File: config.mk
export PLATFORM = sky130hd
export DESIGN_NAME = alu_pipe
export DESIGN_NICKNAME = d
export VERILOG_FILES = /design/src/rtl/alu_pipe.sv
export SDC_FILE = /design/constraint.sdc
export NUM_CORES = 1
export LEC_CHECK = 0
export BUFFER_PORTS_ARGS = -buffer_cell sky130_fd_sc_hd__buf_2
export CELL_PAD_IN_SITES_DETAIL_PLACEMENT = 2
export CELL_PAD_IN_SITES_GLOBAL_PLACEMENT = 2
export CORE_AREA = 8 8 172 174
export CTS_CLUSTER_SIZE = 20
export DETAILED_ROUTE_END_ITERATION = 16
export DIE_AREA = 0 0 180 182
export MAX_ROUTING_LAYER = met4
export PLACE_DENSITY = 0.93
export SYNTH_ARGS = -nofsm -noshare
export SYNTH_HDL_FRONTEND = slang
export SYNTH_SLANG_ARGS = --single-unit
File: constraint.sdc
create_clock -name clk -period 14.6 [get_ports clk]
set_input_delay 2.92 -clock clk [delete_from_list [all_inputs] [get_ports clk]]
set_output_delay 2.92 -clock clk [all_outputs]
set_load 0.005 [all_outputs]
File: src/rtl/alu_pipe.sv
// rtl/alu_pipe.sv - pipelined RV32I integer ALU functional unit; define ALU_PIPE_MUL_EN to enable opcode 10 (MUL)
module alu_pipe #(
    parameter int XLEN   = 32,
    parameter int PREG_W = 6,
    parameter int ROB_W  = 6,
    parameter int STAGES = 1
) (
    input  logic              clk,
    input  logic              rst,
    input  logic              valid_i,
    output logic              ready_o,
    input  logic [3:0]        alu_op_i,
    input  logic [XLEN-1:0]   op1_i,
    input  logic [XLEN-1:0]   op2_i,
    input  logic [PREG_W-1:0] rd_p_i,
    input  logic [ROB_W-1:0]  rob_tag_i,
    input  logic              flush_i,
    output logic              valid_o,
    input  logic              ready_i,
    output logic [XLEN-1:0]   result_o,
    output logic [PREG_W-1:0] rd_p_o,
    output logic [ROB_W-1:0]  rob_tag_o
);

    localparam int SH_W = $clog2(XLEN);

    localparam logic [3:0] OP_ADD  = 4'd0;
    localparam logic [3:0] OP_SUB  = 4'd1;
    localparam logic [3:0] OP_AND  = 4'd2;
    localparam logic [3:0] OP_OR   = 4'd3;
    localparam logic [3:0] OP_XOR  = 4'd4;
    localparam logic [3:0] OP_SLL  = 4'd5;
    localparam logic [3:0] OP_SRL  = 4'd6;
    localparam logic [3:0] OP_SRA  = 4'd7;
    localparam logic [3:0] OP_SLT  = 4'd8;
    localparam logic [3:0] OP_SLTU = 4'd9;
`ifdef ALU_PIPE_MUL_EN
    localparam logic [3:0] OP_MUL  = 4'd10;
`endif
    localparam logic [3:0] OP_PASS = 4'd11;

    generate
        if (STAGES < 1 || STAGES > 4) begin : g_bad_stages
            $error("alu_pipe: STAGES must be within 1..4");
        end
`ifdef ALU_PIPE_MUL_EN
        // The multiplier needs at least one extra register stage behind it.
        if (STAGES < 2) begin : g_bad_mul_stages
            $error("alu_pipe: ALU_PIPE_MUL_EN requires STAGES >= 2");
        end
`endif
    endgenerate

    logic [SH_W-1:0]   shamt;
    logic [XLEN-1:0]   alu_res;

    logic [STAGES-1:0] stg_valid;
    logic [STAGES-1:0] stg_adv;
    logic              blocked;
    logic              accept;

    logic [XLEN-1:0]   stg_res  [STAGES];
    logic [PREG_W-1:0] stg_rd   [STAGES];
    logic [ROB_W-1:0]  stg_rob  [STAGES];

    // Only the low log2(XLEN) bits of op2 select the shift distance.
    assign shamt = op2_i[SH_W-1:0];

    // Combinational ALU; unknown opcodes fall through to zero.
    always_comb begin
        alu_res = '0;
        case (alu_op_i)
            OP_ADD:  alu_res = op1_i + op2_i;
            OP_SUB:  alu_res = op1_i - op2_i;
            OP_AND:  alu_res = op1_i & op2_i;
            OP_OR:   alu_res = op1_i | op2_i;
            OP_XOR:  alu_res = op1_i ^ op2_i;
            OP_SLL:  alu_res = op1_i << shamt;
            OP_SRL:  alu_res = op1_i >> shamt;
            OP_SRA:  alu_res = $signed(op1_i) >>> shamt;
            OP_SLT:  alu_res = {{(XLEN-1){1'b0}}, ($signed(op1_i) < $signed(op2_i))};
            OP_SLTU: alu_res = {{(XLEN-1){1'b0}}, (op1_i < op2_i)};
`ifdef ALU_PIPE_MUL_EN
            OP_MUL:  alu_res = op1_i * op2_i;
`endif
            OP_PASS: alu_res = op2_i;
            default: alu_res = '0;
        endcase
    end

    // Stage s advances unless it and every stage after it are full and the CDB is not granting.
    always_comb begin
        stg_adv = '0;
        blocked = !ready_i;
        for (int s = STAGES - 1; s >= 0; s--) begin
            blocked    = blocked & stg_valid[s];
            stg_adv[s] = !blocked;
        end
    end

    assign ready_o   = !stg_valid[0] | stg_adv[0];
    assign accept    = valid_i & ready_o;

    assign valid_o   = stg_valid[STAGES-1] & !flush_i;
    assign result_o  = stg_res[STAGES-1];
    assign rd_p_o    = stg_rd[STAGES-1];
    assign rob_tag_o = stg_rob[STAGES-1];

    // Stage valid bits: reset and flush empty the whole pipe, otherwise shift where advancing.
    always_ff @(posedge clk) begin
        if (rst || flush_i) begin
            stg_valid <= '0;
        end else begin
            if (stg_adv[0]) begin
                stg_valid[0] <= accept;
            end
            for (int s = 1; s < STAGES; s++) begin
                if (stg_adv[s]) begin
                    stg_valid[s] <= stg_valid[s-1];
                end
            end
        end
    end

    // Payload registers are unreset and load only when their stage takes a valid entry.
    always_ff @(posedge clk) begin
        if (accept && !flush_i && !rst) begin
            stg_res[0] <= alu_res;
            stg_rd[0]  <= rd_p_i;
            stg_rob[0] <= rob_tag_i;
        end
        for (int s = 1; s < STAGES; s++) begin
            if (stg_adv[s] && stg_valid[s-1]) begin
                stg_res[s] <= stg_res[s-1];
                stg_rd[s]  <= stg_rd[s-1];
                stg_rob[s] <= stg_rob[s-1];
            end
        end
    end

endmodule

==> results.toml <==
[logic_synthesis]
postSynthCellCount = 1315
synthesis.area_um2 = 10100
yosys_warnings = 0
avgSynthCellArea_um2 = 7.66
synthFlopType = "edfxtp_1"
synth_edf_count = 44
synth.top_cell.area_share = 0.131
netlist_top_cells_area = "edfxtp_1, ha_1, mux4_2"
synth_nets = 1501
ys_ff_latch = 45
ys_async_sr_fraction = 0
yosysTopAreaCell = "edfxtp_1"
synth.yosys.seq_area_share = 0.133
ys_types = 89

[run]
drv_cap = 0

[sta]
whs_ns = 0.551
slew_viol_final = 0
period_share = 0.503
rsz0062_at_grt = "false"
finClkSkew_ns = 0.0139
tightestPinTransition_ns = 1.23
slew_headroom = 0.177
hold_viol_final = 0
finalSetupViolCount = 0
final.min_clock_period_ns = 7.34
finalSetupTns_ns = 0
max_freq_ghz = 0.136

[floorplanning]
core-area_um2 = 26700
die_width_um = 180
io_pins = 131
initial_core_util = 0.378
die_area_um2 = 32800
die_h_um = 182
num_rows = 60

[status]
outcome = "finished, final reports clean"

[clocking]
cts_sinks = 45
hold_buffers = 0
htreeDepth = 2
cts_buffer_depth = 2
clock-root-buffer = "clkbuf_16"
path_clk_slew_ns = 0.08
ctsResizeCount = 0
cts_tree = "done"
postCtsSetupRepairBufs = 0
clk_latency_ns = 0.31
cts_made_buffers = 5

[global_route]
antenna_found_initial = 0
grt_pass1_wl_um = 78100
grt_start_max_net_pins = 77
grt_overflow_total = 0
track_usage = 0.310
grt_pass1_vias = 12600

[place]
postPlaceCellArea_um2 = 10800
port-buffer-count = 130
dp_hpwl_um = 38900
globalplace.congestion = 1.01

[min_path]
hold_class = "reg2reg"

[pwr]
vdd_drop_max_uv = 35.6
p_per_area_nw_per_um2 = 60.3
power_uw = 661
power.leakage_uw = 0.00467

[finish]
n_fill_cell = 3155
final_common_cell = "nor2_1"
final_nets = 1549
drive_above_1_share = 0.177
fin_area_um2 = 10900
layout_common_cells = "nor2_1, buf_2, nand2_1"
areaGrowthSynthToFinish_pct = 8.67

[critical_path]
setup.worst_path.end_class = "register"
crit_path_start_kind = "input port"
critPathKind = "in2reg"
cp.arrival_ns = 7.37
path_max_fanout = 71
cp.required_ns = 14.63

[drt]
drt_iter0_drc = 1176
via_per_inst = 6.90
routedWlPerCell_um = 30.3
num_vias = 11800
ant_nets = 0
routed_wl_um = 51700
dr.pass1.iters = 5
drcViolationCount = 0
==> registers in the layout, summed over array words and instances, names as in the netlist <==
name       count
stg_valid      1
stg_res       32
stg_rob        6
stg_rd         6
==> kinds of logic after synthesis <==
kind of cell	share of synthesized area
AOI/OAI and AO/OA	0.317
and+or+nand+nor	0.181
buffers and inverters	0.0864
adders and majority gates	0.127
muxes	0.150
DFF	0.133
xor gates and xnor gates	0.00608
==> Yosys cell counts (all sizes together) (17+ instances only) <==
cell type,instances
nor2,142
ha,99
nand2,112
a221oi,21
inv,98
mux4,43
a22oi,19
a211oi,18
a21o,20
buf,52
o211ai,17
mux2i,44
o21ai,107
nand3,36
clkbuf,53
edfxtp,44
a21oi,113
==> layout make-up <==
type	instances	area, um2	share of cell area
Antenna cell	1	2.50	0.000229
Inverter	99	372	0.0339
Tap cell	341	427	0.0390
Multi-Input combinational cell	1066	7880	0.720
Clock buffer	5	125	0.0114
Sequential cell	45	1340	0.123
Timing Repair Buffer	146	773	0.0706
Clock inverter	3	25.0	0.00229
==> power breakdown <==
part / leakage (uW) / switching [uW] / total [uW] / internal (uW)
clock: 0.0000708 / 65.1 / 130 / 65.2
combinational: 0.00418 / 250 / 379 / 129
sequential: 0.000418 / 1.54 / 152 / 150
total: 0.00467 / 317 / 661 / 344
==> worst paths after layout <==
kind / startpoint / endpoint / slack [ns] / cells past startpoint
min: stg_valid$_SDFFE_PP0N_ / stg_valid$_SDFFE_PP0N_ / 0.55 / 2
max: op2_i[3] / stg_res[0][16]$_DFFE_PP_ / 7.26 / 13
max reg2reg: stg_valid$_SDFFE_PP0N_ / stg_res[0][1]$_DFFE_PP_ / 12.79 / 2
min reg2reg: stg_valid$_SDFFE_PP0N_ / stg_valid$_SDFFE_PP0N_ / 0.55 / 2
==> worst max-delay path, stage by stage <==
cell and delay (ns):
buf_2 0.08, buf_4 0.54, inv_2 0.53, ha_1 0.64, a311o_2 0.25, a21oi_2 0.10, o31a_2 0.34, o21ai_0 0.55
nand3_1 0.26, a21oi_1 0.28, o21ai_0 0.16, and4_1 0.25, or3_1 0.39
==> per-layer routing <==
| metal | up-vias | global-route usage | wire length [um] |
|---|---|---|---|
| met1 | 5890 | 0.364 | 20900 |
| li1 | 5016 | - | - |
| met4 | 0 | 0.188 | 3540 |
| met2 | 677 | 0.501 | 23500 |
| met3 | 183 | 0.0429 | 3640 |
| met5 | - | - | 0 |
==> metrics by stage <==
stage                     worst slack, ns  utilization  cells
after floorplan                      7.95            -   1315
after global routing                 7.03        0.411   1705
final                                7.26        0.411   1706
after global placement               7.45        0.405   1697
after detailed placement             7.16        0.405   1697
after CTS                            7.44        0.411   1705
Power figures use the tool's default switching activity.
